$ cat config.mk
export PLATFORM = sky130hd
export DESIGN_NAME = spi_mem_arbiter_flat
export DESIGN_NICKNAME = d
export VERILOG_FILES = /design/src/rtl/spi_mem_arbiter_if.sv /design/src/rtl/spi_mem_arbiter.sv /design/src/flat_wrapper.sv
export SDC_FILE = /design/constraint.sdc
export NUM_CORES = 1
export LEC_CHECK = 0
export ABC_CLOCK_PERIOD_IN_PS = 2100
export BUFFER_PORTS_ARGS = -buffer_cell sky130_fd_sc_hd__buf_2
export CORE_AREA = 2 2 39 41
export DETAILED_ROUTE_END_ITERATION = 16
export DIE_AREA = 0 0 41 43
export GPL_TIMING_DRIVEN = 0
export PLACE_DENSITY = 0.53
export SLEW_MARGIN = 0
export SYNTH_ARGS = -nofsm -noshare
export SYNTH_HDL_FRONTEND = slang
export SYNTH_SLANG_ARGS = --single-unit
$ cat constraint.sdc
create_clock -name clk -period 2.1 [get_ports clk]
set_input_delay 0.21 -clock clk [delete_from_list [all_inputs] [get_ports clk]]
set_output_delay 0.21 -clock clk [all_outputs]
set_load 0.01 [all_outputs]
$ cat src/rtl/spi_mem_arbiter_if.sv
// Request/grant bundle between the SPI memory clients and the arbiter.
interface spi_mem_arbiter_if;
  logic req_1;
  logic req_2;
  logic req_3;
  logic req_4;
  logic grant_1;
  logic grant_2;
  logic grant_3;
  logic grant_4;

  // Client side: raises requests, observes grants.
  modport master (
    output req_1, req_2, req_3, req_4,
    input  grant_1, grant_2, grant_3, grant_4
  );

  // Arbiter side: observes requests, drives grants.
  modport slave (
    input  req_1, req_2, req_3, req_4,
    output grant_1, grant_2, grant_3, grant_4
  );
endinterface

$ cat src/rtl/spi_mem_arbiter.sv
// Four-client non-preemptive round-robin arbiter for a shared SPI memory master.
// Grants are registered and one-hot or zero. An owner keeps the memory until it
// drops its request, and a single all-zero cycle always separates two owners.
module spi_mem_arbiter (
  input  logic                clk,
  input  logic                rst,
  spi_mem_arbiter_if.slave    bus
);

  localparam int unsigned NUM_REQ = 4;
  localparam int unsigned IDX_W   = 2;

  typedef enum logic [0:0] {
    ST_IDLE = 1'b0,
    ST_BUSY = 1'b1
  } state_e;

  state_e             state_q, state_d;
  logic [NUM_REQ-1:0] grant_q, grant_d;
  logic [IDX_W-1:0]   last_grant_q, last_grant_d;

  logic [NUM_REQ-1:0] req_vec;
  logic [IDX_W-1:0]   pick_idx;
  logic               pick_found;

  assign req_vec = {bus.req_4, bus.req_3, bus.req_2, bus.req_1};

  // Round-robin pick: first requester after last_grant, wrapping 1,2,3,4,1.
  always_comb begin
    pick_idx   = '0;
    pick_found = 1'b0;
    for (int unsigned i = 1; i <= NUM_REQ; i++) begin
      logic [IDX_W-1:0] cand;
      cand = last_grant_q + IDX_W'(i);
      if (!pick_found && req_vec[cand]) begin
        pick_idx   = cand;
        pick_found = 1'b1;
      end
    end
  end

  // Next-state: grant in IDLE, release to IDLE when the owner lets go.
  always_comb begin
    state_d      = state_q;
    grant_d      = grant_q;
    last_grant_d = last_grant_q;
    unique case (state_q)
      ST_IDLE: begin
        grant_d = '0;
        if (pick_found) begin
          grant_d      = NUM_REQ'(1) << pick_idx;
          last_grant_d = pick_idx;
          state_d      = ST_BUSY;
        end
      end
      ST_BUSY: begin
        // Releasing always passes through IDLE, which forms the CS turnaround gap.
        if ((req_vec & grant_q) == '0) begin
          grant_d = '0;
          state_d = ST_IDLE;
        end
      end
      default: begin
        grant_d = '0;
        state_d = ST_IDLE;
      end
    endcase
  end

  // State, grant and pointer registers; reset points at client 4 so client 1 wins first.
  always_ff @(posedge clk) begin
    if (rst) begin
      state_q      <= ST_IDLE;
      grant_q      <= '0;
      last_grant_q <= IDX_W'(NUM_REQ - 1);
    end else begin
      state_q      <= state_d;
      grant_q      <= grant_d;
      last_grant_q <= last_grant_d;
    end
  end

  assign bus.grant_1 = grant_q[0];
  assign bus.grant_2 = grant_q[1];
  assign bus.grant_3 = grant_q[2];
  assign bus.grant_4 = grant_q[3];

endmodule

$ cat src/flat_wrapper.sv
// flat-port wrapper written by rule: the top's interface ports become plain ports
module spi_mem_arbiter_flat 
  (clk, rst, bus_req_1, bus_req_2, bus_req_3, bus_req_4, bus_grant_1, bus_grant_2, bus_grant_3, bus_grant_4);
  spi_mem_arbiter_if bus_i ();
  input  logic clk;
  input  logic rst;
  input wire logic [$bits(bus_i.req_1)-1:0] bus_req_1;
  input wire logic [$bits(bus_i.req_2)-1:0] bus_req_2;
  input wire logic [$bits(bus_i.req_3)-1:0] bus_req_3;
  input wire logic [$bits(bus_i.req_4)-1:0] bus_req_4;
  output wire logic [$bits(bus_i.grant_1)-1:0] bus_grant_1;
  output wire logic [$bits(bus_i.grant_2)-1:0] bus_grant_2;
  output wire logic [$bits(bus_i.grant_3)-1:0] bus_grant_3;
  output wire logic [$bits(bus_i.grant_4)-1:0] bus_grant_4;
  assign bus_i.req_1 = bus_req_1;
  assign bus_i.req_2 = bus_req_2;
  assign bus_i.req_3 = bus_req_3;
  assign bus_i.req_4 = bus_req_4;
  assign bus_grant_1 = bus_i.grant_1;
  assign bus_grant_2 = bus_i.grant_2;
  assign bus_grant_3 = bus_i.grant_3;
  assign bus_grant_4 = bus_i.grant_4;
  spi_mem_arbiter u_core (.clk(clk), .rst(rst), .bus(bus_i));
endmodule
### After elaboration in Yosys (flattened, before gate mapping)

Index checks and enable logic that the tools add are counted.

| storage, ports and cells | value |
|---|---|
| register bits after elaboration | 7 |
| input bits | 6 |
| output and inout port bits | 4 |
| word-level logic and storage cells | 44 |

| cells by class | value |
|---|---|
| $add $sub $neg | 3 |
| order comparisons | 4 |
| eq/ne operators | 1 |
| shift-type cells | 1 |
| mux-type cells | 22 |
| bitwise operators | 2 |
| reduce and logical (&&, ||, !) cells | 8 |

Operators by type and width:

| operator | number |
|---|---|
| 2-bit by 3-bit less-than comparator with 1-bit output, second input constant | 4 |
| 1-bit two-way mux | 10 |
| 1-bit binary-select mux with 2-bit select | 4 |
| 2-bit two-way mux | 4 |
| 4-bit two-way mux | 2 |
| 4-bit one-hot mux with 2 select lines | 1 |
| 2-bit adder, second input constant | 2 |
| 4-bit AND | 1 |
| 4-bit logical NOT | 1 |
| 1-bit by 2-bit left shift with 4-bit output, first input constant | 1 |
| 1-bit logical AND | 3 |
| 1-bit logical NOT | 3 |
| 2-bit by 1-bit adder with 2-bit output, second input constant | 1 |
| 2-bit != test, second input constant | 1 |
| 1-bit one-hot mux with 2 select lines | 1 |
| 2-bit AND reduction | 1 |
| 1-bit inverter | 1 |

### Depth between registers and ports, before layout

| depth | value |
|---|---|
| depth after elaboration | 16 |
| depth in mapped cells | 4 |
| depth with buffers taken out | 4 |

### Worst setup path after synthesis

Ideal clock, no wire load.

| path | value |
|---|---|
| path type | register to register |
| start point | register u_core.last_grant_q[0] |
| end point | register u_core.grant_q[0] |
| library setup time | 0.117 ns |
| arrival | 1.028 ns |
| data required time | 1.983 ns |
| setup slack | 0.955 ns |
| stages on the path, launching flop included | 5 |
| path buffers | 0 |
| period minus slack after synthesis | 1.145 ns |
| cell sequence | dfxtp_1 > nand2b_1 > a211oi_2 > nor3_1 > a22o_1 |

| between the ends | value |
|---|---|
| word-level cells in the longest chain between the ends | 16 |
| elaborated cells on any way between the ends | 28 |
| classes of those cells | add/sub (3); shift (1); mux (18); reduce/logical (6) |

RTL lines:

| what | line | text |
|---|---|---|
| from (decl) | spi_mem_arbiter.sv:20 | `logic [IDX_W-1:0] last_grant_q, last_grant_d;` |
| from (signal assigned) | spi_mem_arbiter.sv:75 | `last_grant_q <= IDX_W'(NUM_REQ - 1);` |
| from (signal assigned) | spi_mem_arbiter.sv:79 | `last_grant_q <= last_grant_d;` |
| 2-bit by 1-bit adder with 2-bit output | spi_mem_arbiter.sv:34 | `cand = last_grant_q + IDX_W'(i);` |
| 1-bit binary-select mux with 2-bit select | spi_mem_arbiter.sv:35 | `if (!pick_found && req_vec[cand]) begin` |
| 1-bit two-way mux (implied by the code) | spi_mem_arbiter.sv:35 |  |
| 1-bit two-way mux | spi_mem_arbiter.sv:35 |  |
| 1-bit logical NOT | spi_mem_arbiter.sv:35 |  |
| 1-bit logical AND | spi_mem_arbiter.sv:35 |  |
| 1-bit two-way mux | spi_mem_arbiter.sv:35 |  |
| 1-bit logical NOT | spi_mem_arbiter.sv:35 |  |
| 1-bit logical AND | spi_mem_arbiter.sv:35 |  |
| 1-bit two-way mux | spi_mem_arbiter.sv:35 |  |
| 1-bit logical NOT | spi_mem_arbiter.sv:35 |  |
| 1-bit logical AND | spi_mem_arbiter.sv:35 |  |
| 2-bit two-way mux | spi_mem_arbiter.sv:35 |  |
| 1-bit by 2-bit left shift with 4-bit output | spi_mem_arbiter.sv:51 | `grant_d = NUM_REQ'(1) << pick_idx;` |
| 4-bit two-way mux * | spi_mem_arbiter.sv:50 | `if (pick_found) begin` |
| 4-bit one-hot mux with 2 select lines * | spi_mem_arbiter.sv:47 | `unique case (state_q)` |
| to (signal assigned) | spi_mem_arbiter.sv:78 | `grant_q <= grant_d;` |
| to (decl) | spi_mem_arbiter.sv:19 | `logic [NUM_REQ-1:0] grant_q, grant_d;` |

Every way passes the cells marked *; elsewhere a longest branch is shown, timed or not. The select of a mux whose other input is x is not followed.
A chain may end at the register's enable or synchronous reset.

### Worst setup path in the final report

Same ends and word-level chain as after synthesis.

==> summary.md <==
| Metric | Value |
|---|---|
| Distinct cells, synth | 22 |
| Root buf cell | clkbuf_4 |
| Initial antenna violation count | 0 |
| RSZ-0062 raised after global routing | false |
| Clock Skews | 0.000720 ns |
| WP data required | 2.26 ns |
| Critical path class | flip-flop to flip-flop |
| Slew @ Worst Pin | 0.367 ns |
| Worst r2r dst | u_core.grant_q[0] |
| Antenna diode count | 0 |
| Worst Hold Launch | rst |
| Cts hold-fix bufs | 0 |
| Die width | 41 um |
| Worst-case clock buffer depth | 2 |
| Area Growth Syn to Fin | 24.6% |
| Sequential-to-total area share from yosys stat | 37.2% |
| Synth Area in Compound Gates | 36.5% |
| Ys Warns | 0 |
| Wire per inst | 12.3 um |
| Detailed placer's ending HPWL | 653 um |
| First drt pass iteration count | 3 |
| Top cell type's share of synthesized area | 37.2% |
| Total GRT Usage | 11.9% |
| Layout cells sized above 1 | 32.7% |
| Number of flops mapped to enable cells by yosys | 0 |
| First-pass GRT wire length | 1.31 mm |
| Remaining Overflow, GRT | 0 |
| Post-route minimum period | 1.27 ns |
| Syn nets | 48 |
| Post-route DRC | 0 |
| R2R depth | 4 |
| CTS Sinks | 7 |
| Worst hold-check path type | input pin to flip-flop |
| Status | finished clean |
| Largest net degree at the start of global routing | 9 |
| Syn_area_per_cell | 8.97 um2 |
| Final instance area | 469 um2 |
| DIE AREA | 1760 um2 |
| XOR/XNOR Fraction of Synth Area | 0% |
| Highest Clock Rate | 788 MHz |
| Maximum Capacitance Violations | 0 |
| Power Density | 791 nW/um2 |
| Part of the cycle the worst path needs | 60.4% |
| Nets | 62 |
| Final-report setup violation count | 0 |
| WHS Endpoint | u_core.state_q |
| Critical Path Start Type | flip-flop |
| Dpl cell area | 442 um2 |
| Vias per inst | 4.92 |
| Simple-gate portion of the synthesized area | 24.3% |
| DR iter-0 viols | 8 |
| Post-synth top cells | dfxtp_1 (7), nor2_1 (6), a22o_1 (3) |
| Fillers | 144 |
| Hold slack | 0.204 ns |
| Io pins | 10 |
| Final Max Tran Viols | 0 |
| RR Startpoint | u_core.last_grant_q[0] |
| RePlAce Congestion | 0.714 |
| Maximum vdd drop | 0.000303 V |
| FF+latch count, synth | 7 |
| Max_slew headroom | 75.5% |
| Multi-input combinational cell area | 229 um2 |
| Core Region | 1380 um2 |
| Worst-skew pair later-pin latency | 0.26 ns |
| Die Y-Extent | 43 um |
| Top area cells in the synthesized netlist | dfxtp_1 (37%), a22o_1 (7.0%), nor2_1 (6.0%), o2bb2ai_1 (4.7%), a21oi_4 (4.3%) |
| Async set-reset flop share out of synthesis | 0% |
| CTS tree | done |
| Cell taking the most area after synthesis | dfxtp_1 |
| Worst Path Max Fanout | 5 |
| Post-synthesis cell count | 42 |
| Clock slew at reported path FFs | 0.06 ns |
| DRT Wirelength | 873 um |
| Synth Area in Adders | 0% |
| Post-route antenna net violation count | 0 |
| Synth Cell Area | 377 um2 |
| I/O Buffers | 9 |
| Starting Density | 27.2% |
| FF/Latch Area | 140 um2 |
| P_leak | 0.000203 uW |
| Flop2flop setup slack | 0.83 ns |
| Vias in the first global route | 316 |
| Fraction of synthesized area in multiplexers | 0% |
| Setup TNS | 0 ns |
| Main combinational cell family by area after synthesis | compound AO/OA/AOI/OAI gates |
| Critical Path AT | 1.42 ns |
| Post-synth top flop | dfxtp_1 |
| CTS Buf Count | 3 |
| CTS-repair resized insts | 0 |
| Post-CTS Setup Inserts | 0 |
| Final Hold Viols | 0 |
| Cell row count | 14 |
| Via Count | 349 |
| CP Capture Type | flip-flop |
| Count leader, synth | dfxtp_1 |
| Core Util, Final | 33.9% |
| Worst hold path stage count | 2 |
| H-tree level count | 1 |
==> cell type report <==
type                       instances  share of cell area (%)
clock buffer                       3                    4.80
clock inverter                     1                    1.07
inverter                           2                    1.60
multi-input combinational         33                    48.8
sequential                         7                    29.9
tap                               16                    4.27
timing repair buffer               9                    9.60
==> worst max path at each step <==
| stage | startpoint | end | slack [ns] | depth (start not counted) |
|---|---|---|---|---|
| after floorplan | u_core.last_grant_q[0] | u_core.grant_q[0] | 0.95 | 4 |
| after global placement | bus_req_1 | u_core.grant_q[0] | 0.78 | 5 |
| after detailed placement | bus_req_1 | u_core.grant_q[0] | 0.78 | 5 |
| after CTS | u_core.last_grant_q[0] | u_core.grant_q[0] | 0.83 | 4 |
| after global routing | u_core.last_grant_q[0] | u_core.grant_q[0] | 0.76 | 4 |
| final | u_core.last_grant_q[0] | u_core.grant_q[0] | 0.83 | 4 |
==> layout by cell type, fill, tap and decap left out, types with 3 or more instances in the layout <==
cell / n
buf_2: 9
dfxtp_1: 7
nor2_1: 6
a22o_1: 3
clkbuf_4: 3
==> worst max-delay path: stages, from the launching register on <==
cell and delay, ns:
dfxtp_1 0.34, nand2b_1 0.18, a211oi_2 0.35, nor3_1 0.09, a22o_1 0.20
==> per-stage QoR <==
step	total power (uW)	worst slack, ns	instances
2_1_floorplan	215	0.955	42
3_3_place_gp	243	0.783	67
3_5_place_dp	243	0.775	67
4_1_cts	379	0.833	71
5_1_grt	395	0.756	71
6_report	371	0.831	71
==> power by group <==
part | switching (uW) | internal (uW) | total [uW]
combinational | 45.4 | 36.6 | 82.0
sequential | 11.9 | 146 | 158
clock | 61.3 | 70.2 | 132
total | 119 | 253 | 371
==> registers in the layout, summed over array words and instances (netlist names) <==
| signal | count |
|---|---|
| u_core.grant_q | 4 |
| u_core.last_grant_q | 2 |
| u_core.state_q | 1 |
==> logic make-up (layout without fill, tap and decap cells) <==
logic type             after synthesis  count (layout)
buffers and inverters                2              15
DFF                                  7               7
AOI/OAI and AO/OA                   16              16
and+or+nand+nor                     17              17
==> metal layers <==
| layer | vias to the layer above | GRT usage (%) | routed length, um |
|---|---|---|---|
| met5 | - | 0 | 0 |
| met4 | 0 | 8.00 | 19 |
| met3 | 2 | 7.85 | 44 |
| met2 | 8 | 16.3 | 385 |
| met1 | 156 | 12.6 | 423 |
| li1 | 183 | - | - |
(Power assumes the default switching activity.)
